## src/rtl/vic_pkg.sv

```systemverilog
// rtl/vic_pkg.sv - shared types and constants for the VIC interrupt arbiter
package vic_pkg;

   localparam int VIC_ADDR_W  = 5;
   localparam int VIC_MAX_SRC = 32;

   typedef enum logic [1:0] {
      IDLE  = 2'd0,
      SETUP = 2'd1,
      ISSUE = 2'd2,
      SVC   = 2'd3
   } vic_state_e;

endpackage

```

## src/rtl/vic_prio_enc.sv

```systemverilog
// rtl/vic_prio_enc.sv - circular priority encoder, search starts at ptr_i
module vic_prio_enc
   import vic_pkg::*;
#(
   parameter int N_SRC = 8
) (
   input  logic [N_SRC-1:0]      req_i,
   input  logic [VIC_ADDR_W-1:0] ptr_i,
   output logic                  valid_o,
   output logic [VIC_ADDR_W-1:0] idx_o
);

   logic                  hi_v;
   logic                  lo_v;
   logic [VIC_ADDR_W-1:0] hi_idx;
   logic [VIC_ADDR_W-1:0] lo_idx;

   // Lowest set index at or above the pointer wins; otherwise lowest set index below it
   always_comb begin
      hi_v   = 1'b0;
      lo_v   = 1'b0;
      hi_idx = '0;
      lo_idx = '0;
      for (int i = N_SRC - 1; i >= 0; i--) begin
         if (req_i[i]) begin
            if (i >= int'(ptr_i)) begin
               hi_v   = 1'b1;
               hi_idx = VIC_ADDR_W'(i);
            end else begin
               lo_v   = 1'b1;
               lo_idx = VIC_ADDR_W'(i);
            end
         end
      end
      valid_o = hi_v | lo_v;
      idx_o   = hi_v ? hi_idx : lo_idx;
   end

endmodule

```

## src/rtl/vic_irq_arbiter.sv

```systemverilog
// rtl/vic_irq_arbiter.sv - pending/mask latch and grant FSM feeding vic_ctrl; VIC_ARB_ROUND_ROBIN_EN selects rotating priority
module vic_irq_arbiter
   import vic_pkg::*;
#(
   parameter int N_SRC    = 8,
   parameter int IRQ_HOLD = 2
) (
   input  logic                  clk,
   input  logic                  rst_n,
   input  logic [N_SRC-1:0]      i_irq_src,
   input  logic                  i_mask_we,
   input  logic [N_SRC-1:0]      i_mask_wdata,
   input  logic                  i_reti,
   output logic [N_SRC-1:0]      o_mask,
   output logic [N_SRC-1:0]      o_pending,
   output logic [VIC_ADDR_W-1:0] o_ISR_addr,
   output logic                  o_IRQ,
   output logic                  o_busy,
   output logic                  o_spur_reti
);

   localparam int HOLD_W = (IRQ_HOLD > 1) ? $clog2(IRQ_HOLD) : 1;

   vic_state_e            state_q;
   logic [N_SRC-1:0]      sync1_q, sync2_q, sync3_q;
   logic [N_SRC-1:0]      pending_q, pending_d;
   logic [N_SRC-1:0]      mask_q;
   logic [N_SRC-1:0]      rise;
   logic [N_SRC-1:0]      eligible;
   logic [N_SRC-1:0]      win_oh;
   logic [VIC_ADDR_W-1:0] addr_q;
   logic [VIC_ADDR_W-1:0] ptr;
   logic [VIC_ADDR_W-1:0] win_idx;
   logic [HOLD_W-1:0]     hold_cnt_q;
   logic                  irq_q, busy_q, spur_q;
   logic                  win_valid;
   logic                  grant;

   assign rise     = sync2_q & ~sync3_q;
   assign eligible = pending_q & ~mask_q;
   assign grant    = win_valid && ((state_q == IDLE) || ((state_q == SVC) && i_reti));

   vic_prio_enc #(.N_SRC(N_SRC)) u_prio_enc (
      .req_i   (eligible),
      .ptr_i   (ptr),
      .valid_o (win_valid),
      .idx_o   (win_idx)
   );

   // One-hot of the winner, used to retire its pending bit on grant
   always_comb begin
      win_oh = '0;
      for (int i = 0; i < N_SRC; i++) begin
         win_oh[i] = grant && (win_idx == VIC_ADDR_W'(i));
      end
   end

   // A fresh edge beats the grant clear so a re-raise during grant is not lost
   always_comb begin
      pending_d = (pending_q & ~win_oh) | rise;
   end

   // Two-flop synchronizer plus a delayed copy for rising-edge detection
   always_ff @(posedge clk or negedge rst_n) begin
      if (!rst_n) begin
         sync1_q <= '0;
         sync2_q <= '0;
         sync3_q <= '0;
      end else begin
         sync1_q <= i_irq_src;
         sync2_q <= sync1_q;
         sync3_q <= sync2_q;
      end
   end

   // Pending and mask registers; sources come up disabled
   always_ff @(posedge clk or negedge rst_n) begin
      if (!rst_n) begin
         pending_q <= '0;
         mask_q    <= '1;
      end else begin
         pending_q <= pending_d;
         if (i_mask_we) mask_q <= i_mask_wdata;
      end
   end

`ifdef VIC_ARB_ROUND_ROBIN_EN
   logic [VIC_ADDR_W-1:0] ptr_q;

   // Rotating priority: next search starts just past the last winner
   always_ff @(posedge clk or negedge rst_n) begin
      if (!rst_n) begin
         ptr_q <= '0;
      end else if (grant) begin
         ptr_q <= (win_idx == VIC_ADDR_W'(N_SRC - 1)) ? '0 : win_idx + 1'b1;
      end
   end

   assign ptr = ptr_q;
`else
   assign ptr = '0;
`endif

   // Grant sequencer: latch winner, settle address, hold IRQ, wait for retire
   always_ff @(posedge clk or negedge rst_n) begin
      if (!rst_n) begin
         state_q    <= IDLE;
         addr_q     <= '0;
         irq_q      <= 1'b0;
         busy_q     <= 1'b0;
         spur_q     <= 1'b0;
         hold_cnt_q <= '0;
      end else begin
         spur_q <= i_reti && (state_q != SVC);
         case (state_q)
            IDLE: begin
               if (win_valid) begin
                  addr_q  <= win_idx;
                  busy_q  <= 1'b1;
                  state_q <= SETUP;
               end
            end
            SETUP: begin
               irq_q      <= 1'b1;
               hold_cnt_q <= '0;
               state_q    <= ISSUE;
            end
            ISSUE: begin
               if (hold_cnt_q == HOLD_W'(IRQ_HOLD - 1)) begin
                  irq_q   <= 1'b0;
                  state_q <= SVC;
               end else begin
                  hold_cnt_q <= hold_cnt_q + 1'b1;
               end
            end
            SVC: begin
               if (i_reti) begin
                  if (win_valid) begin
                     addr_q  <= win_idx;
                     state_q <= SETUP;
                  end else begin
                     busy_q  <= 1'b0;
                     state_q <= IDLE;
                  end
               end
            end
            default: state_q <= IDLE;
         endcase
      end
   end

   assign o_mask      = mask_q;
   assign o_pending   = pending_q;
   assign o_ISR_addr  = addr_q;
   assign o_IRQ       = irq_q;
   assign o_busy      = busy_q;
   assign o_spur_reti = spur_q;

endmodule

```

## config.mk

```make
export PLATFORM = sky130hd
export DESIGN_NAME = vic_irq_arbiter
export DESIGN_NICKNAME = d
export VERILOG_FILES = /design/src/rtl/vic_pkg.sv /design/src/rtl/vic_prio_enc.sv /design/src/rtl/vic_irq_arbiter.sv
export SDC_FILE = /design/constraint.sdc
export NUM_CORES = 1
export LEC_CHECK = 0
export CORE_MARGIN = 2
export CORE_UTILIZATION = 51
export CTS_BUF_LIST = sky130_fd_sc_hd__clkbuf_4 sky130_fd_sc_hd__clkbuf_8
export DETAILED_ROUTE_END_ITERATION = 10
export GPL_ROUTABILITY_DRIVEN = 1
export PLACE_DENSITY = 0.9
export SYNTH_ARGS = -nofsm -noshare
export SYNTH_HDL_FRONTEND = slang
export SYNTH_SLANG_ARGS = --single-unit
```

## constraint.sdc

```tcl
create_clock -name clk -period 2.06 [get_ports clk]
set_input_delay 0.309 -clock clk [delete_from_list [all_inputs] [get_ports clk]]
set_output_delay 0.309 -clock clk [all_outputs]
set_load 0.005 [all_outputs]
```

After elaboration in Yosys (flattened, before gate mapping)
Cells that the tools add are included.

storage, ports and cells
  input bits = 20
  output and inout bits = 24
  register bits = 51

cells by class
  reduce and logical (&&, ||, !) cells = 20
  eq/ne operators = 15
  bitwise operators = 7
  add/subtract/negate cells = 1
  mux-type cells = 33

operator list
  kind                                                              number
  3-bit two-way mux                                                 9
  8-bit bitwise AND                                                 3
  8-bit NOT                                                         3
  5-bit by 3-bit == test with 1-bit output (second input constant)  4
  1-bit two-way mux                                                 14
  1-bit logical AND                                                 11
  5-bit by 2-bit == test with 1-bit output (second input constant)  2
  5-bit two-way mux                                                 2
  5-bit one-hot mux with 2 select lines                             1
  2-bit != test (second input constant)                             4
  8-bit OR                                                          1
  2-bit one-hot mux with 4 select lines                             1
  2-bit two-way mux                                                 3
  1-bit one-hot mux with 2 select lines                             3
  5-bit by 1-bit == test with 1-bit output (second input constant)  1
  5-bit zero test                                                   1
  2-bit == test (second input constant)                             2
  2-bit AND reduction                                               2
  4-bit AND reduction                                               1
  2-bit nonzero test                                                2
  3-bit AND reduction                                               1
  2-bit by 1-bit == test with 1-bit output (second input constant)  1
  2-bit zero test                                                   1
  2-bit by 1-bit != test with 1-bit output (second input constant)  1
  other kinds (2)                                                   2

Depth between registers and ports, before layout
  depth in word-level cells = 16
  gate-level depth with buffers = 6

Modules after synthesis
From an unflattened synthesis, not the netlist that was laid out.

unflattened totals
  cells, all modules = 206
  area total of the unflattened synthesis = 2270.9 um^2

modules (own cells, without submodules)
  module           seq. area each (um^2)  area an instance (um^2)  times used  cells each
  vic_irq_arbiter  1286.2                 1889.3                   1           141
  vic_prio_enc     0.0                    381.6                    1           65

Worst setup path before layout
No wires, ideal clock.

  path kind = register -> register
  from = register state_q[0]
  to = register pending_q[5], in the netlist o_pending[5]
  library setup time = 134 ps
  slack = 429 ps
  path buffers = 0
  arrival = 1497 ps
  period minus slack after synthesis = 1631 ps
  data required time = 1926 ps
  stages on the path, launching flop included = 7
  path through = dfrtp_1 -> inv_1 -> ha_1 -> a21oi_2 -> or3_4 -> nor4_1 -> a21oi_1

between the ends
  longest elaborated chain between the ends = 8
  elaborated cells on any way between the ends = 9

RTL lines
  item                    RTL line                text
  from (decl)             vic_irq_arbiter.sv:24   vic_state_e state_q;
  from (signal assigned)  vic_irq_arbiter.sv:107  state_q <= IDLE;
  from (signal assigned)  vic_irq_arbiter.sv:120  state_q <= SETUP;
  from (signal assigned)  vic_irq_arbiter.sv:126  state_q <= ISSUE;
  2-bit == test           vic_irq_arbiter.sv:41   assign grant = win_valid && ((state_q == IDLE) || ((state_q == SVC) && i_reti));
  1-bit logical AND       vic_irq_arbiter.sv:41
  1-bit logical OR *      vic_irq_arbiter.sv:41
  1-bit logical AND *     vic_irq_arbiter.sv:41
  1-bit logical AND *     vic_irq_arbiter.sv:54   win_oh[i] = grant && (win_idx == VIC_ADDR_W'(i));
  8-bit NOT *             vic_irq_arbiter.sv:60   pending_d = (pending_q & ~win_oh) | rise;
  8-bit bitwise AND *     vic_irq_arbiter.sv:60
  8-bit OR *              vic_irq_arbiter.sv:60
  named net pending_d[5]  vic_irq_arbiter.sv:26   logic [N_SRC-1:0] pending_q, pending_d;
  to (signal assigned)    vic_irq_arbiter.sv:82   pending_q <= pending_d;
  to (decl)               vic_irq_arbiter.sv:26

Mark *: on every way through the listed nets, which the timed path passes. The rest lies on a longest branch.
A chain may end at the register's enable or synchronous reset.

Final worst setup path
Same ends and word-level chain as after synthesis.

==> impl_metrics.ini <==
[run_status]
status = completed

[die]
pin_count = 44
die_w_microns = 65.89
dieArea_sq_um = 4341
rows = 22
die_h_microns = 65.89
coreArea_sq_um = 3661
start_util_pct = 53.35

[timing]
fin_skew_ns = 0.007788
worst_slew_pin_slew_ns = 0.5918
min_period_ns = 1.882
setup_viol_count_final = 0
max_slew_margin_pct = 60.55
slew_violations = 0
fmax_ghz = 0.5313
min_period_over_period_pct = 91.37
tns_ns = 0
hold_viol_final = 0
rsz0062_at_grt = no
timing.hold.ws_ns = 0.08231

[power]
power_leakage_uw = 0.001053
p_per_area_nw_per_um2 = 1173
finalPower_uw = 2961
irDropWorstVdd_mv = 0.6388

[clocking]
cts.sinks = 49
clockBufferDepth = 2
cts_setup_buffers = 0
cts_htree_levels = 2
clkTransAtPathRegs_ns = 0.09
cts_tree = built
cts_buffers = 5
ctsResizeCount = 0
clock_latency_ns = 0.30
root_buffer = clkbuf_8
cts_hold_buf = 0

[yosys]
ys_ff_latch = 49
syn_avg_cell_area_sq_um = 12.77
synth-edff-count = 0
async_flop_share_pct = 100.0
netlist_area_sq_um = 1953
yosysWarnings = 0
synth_top_flop_cell = dfrtp_1
ys_seq_area_share_pct = 63.29
synth_cells = 153
ys_types = 42

[finish]
fin_cells = 248
syn_to_final_growth_pct = 29.21
diodes = 0
nNetsFinal = 223
drive_gt1_share_pct = 16.00
final_common_cell = dfrtp_1
fill_cells = 261
final_core_util_pct = 68.93
final_cell_mix = dfrtp_1, clkdlybuf4s50_1, nor2b_1, mux2_2

[critical_path]
reg2reg_from = state_q[0]$_DFFE_PN0P_
worstRegToRegCells = 5
crit_type = flip-flop to flip-flop
r2r-end = o_pending[5]$_DFF_PN0_
critical_path_arrival_ns = 2.06
r2r_setup_slack_ns = 0.18
cpPeakStageDelay_ns = 0.46
end_kind = flip-flop
cp_slowest_cell = dfrtp_1
crit_path_cell_trace = ha_1 > a21oi_2 > or3_4 > nor4_1 > a21oi_1
worstPathMaxFanout = 7
worstSetupStartpointType = flip-flop
required_ns = 2.24

[global_route]
grt_max_degree = 50
grt_pass1_wl_microns = 6292
grt_use_total_pct = 19.82
grt_overflow = 0
grt_pass1_vias = 1360
antenna_found_initial = 0

[route]
wl_met2_microns = 1971
drt_iter0_markers = 87
drt-pass1-iter-count = 4
vias = 1359
drcViolationCount = 0
ant_nets = 0
avgRoutedWirePerCell_microns = 15.15
route.met3.wl_microns = 221
wl_microns = 3758
wl_met1_microns = 1477
viasPerCell = 5.480
top_layer = met4

[place]
gp_congestion = 0.8317
portBuffers = 41
dp_hpwl_microns = 2740
dp.cells = 240

[job]
drv_cap = 0

[min_path]
min_path_type = input pin to asynchronous set/reset pin
## cells in the mapped netlist, types with 4 or more instances
master,n,area [sq um]
dfrtp_1,41,1026
nor2b_1,10,62.56
mux2_2,9,101.4
dfstp_2,8,210.2
inv_1,8,30.03
nand2b_1,7,43.79
a21oi_1,6,30.03
nand2_1,6,22.52
nor2_1,6,22.52
ha_1,4,50.05
nor4_1,4,25.02
o21ai_0,4,20.02
## metrics by stage
step	setup slack [ns]	area, sq um
final	0.1777	2524
after global routing	0.09024	2524
after CTS	0.2072	2524
after detailed placement	0.1499	2404
after global placement	0.2308	2404
after floorplan	0.4290	1957
## critical path: cells and delay by family (launching register included)
| family | cells | cell delay [ns] |
|---|---|---|
| DFF | 1 | 0.46 |
| and+or+nand+nor | 2 | 0.66 |
| AOI/OAI and AO/OA | 2 | 0.27 |
| adders and majority gates | 1 | 0.37 |
## sequential cells by signal, summed over array words and instances, names as in the netlist, 2 cells and up
register / cells
o_ISR_addr: 3
sync3_q: 8
sync2_q: 8
o_mask: 8
sync1_q: 8
o_pending: 8
state_q: 2
## metal layers
metal	vias to the layer above	GRT usage, %
met5	-	0
met4	0	9.375
met3	13	4.089
met2	64	34.72
met1	651	23.10
li1	631	-
## how the worst max path moves through the flow
| stage | from | end | slack (ns) | cells after the start |
|---|---|---|---|---|
| 2_1_floorplan | state_q[0]$_DFFE_PN0P_ | o_pending[5]$_DFF_PN0_ | 0.43 | 6 |
| 3_3_place_gp | i_reti | o_pending[5]$_DFF_PN0_ | 0.23 | 5 |
| 3_5_place_dp | i_reti | o_pending[5]$_DFF_PN0_ | 0.15 | 5 |
| 6_report | state_q[0]$_DFFE_PN0P_ | o_pending[5]$_DFF_PN0_ | 0.18 | 5 |
| 4_1_cts | state_q[0]$_DFFE_PN0P_ | o_pending[5]$_DFF_PN0_ | 0.21 | 5 |
| 5_1_grt | state_q[0]$_DFFE_PN0P_ | o_pending[5]$_DFF_PN0_ | 0.09 | 6 |
## kinds of logic after synthesis
| kind of cell | Yosys count | share of synthesized area (%) |
|---|---|---|
| buffers and inverters | 13 | 3.075 |
| AND/OR/NAND/NOR | 43 | 12.94 |
| flip-flops | 49 | 63.29 |
| multiplexers | 12 | 6.791 |
| adder cells (fa/ha/maj) | 4 | 2.563 |
| other | 1 | 0.1920 |
| AO/OA/AOI/OAI | 31 | 11.15 |
## power breakdown
group | switching (uW) | total [uW] | internal [uW]
logic | 459 | 985 | 527
registers | 138 | 1280 | 1140
clock network | 303 | 698 | 394
## final cells by class
type / instances / area [sq um] / share of cell area [%]
timing repair buffer: 42 / 412.9 / 16.36
clock inverter: 2 / 37.54 / 1.487
multi-input combinational: 92 / 660.6 / 26.18
tap: 48 / 60.06 / 2.380
inverter: 9 / 33.78 / 1.339
clock buffer: 6 / 82.58 / 3.272
sequential: 49 / 1236 / 48.98
(Power assumes the default switching activity.)
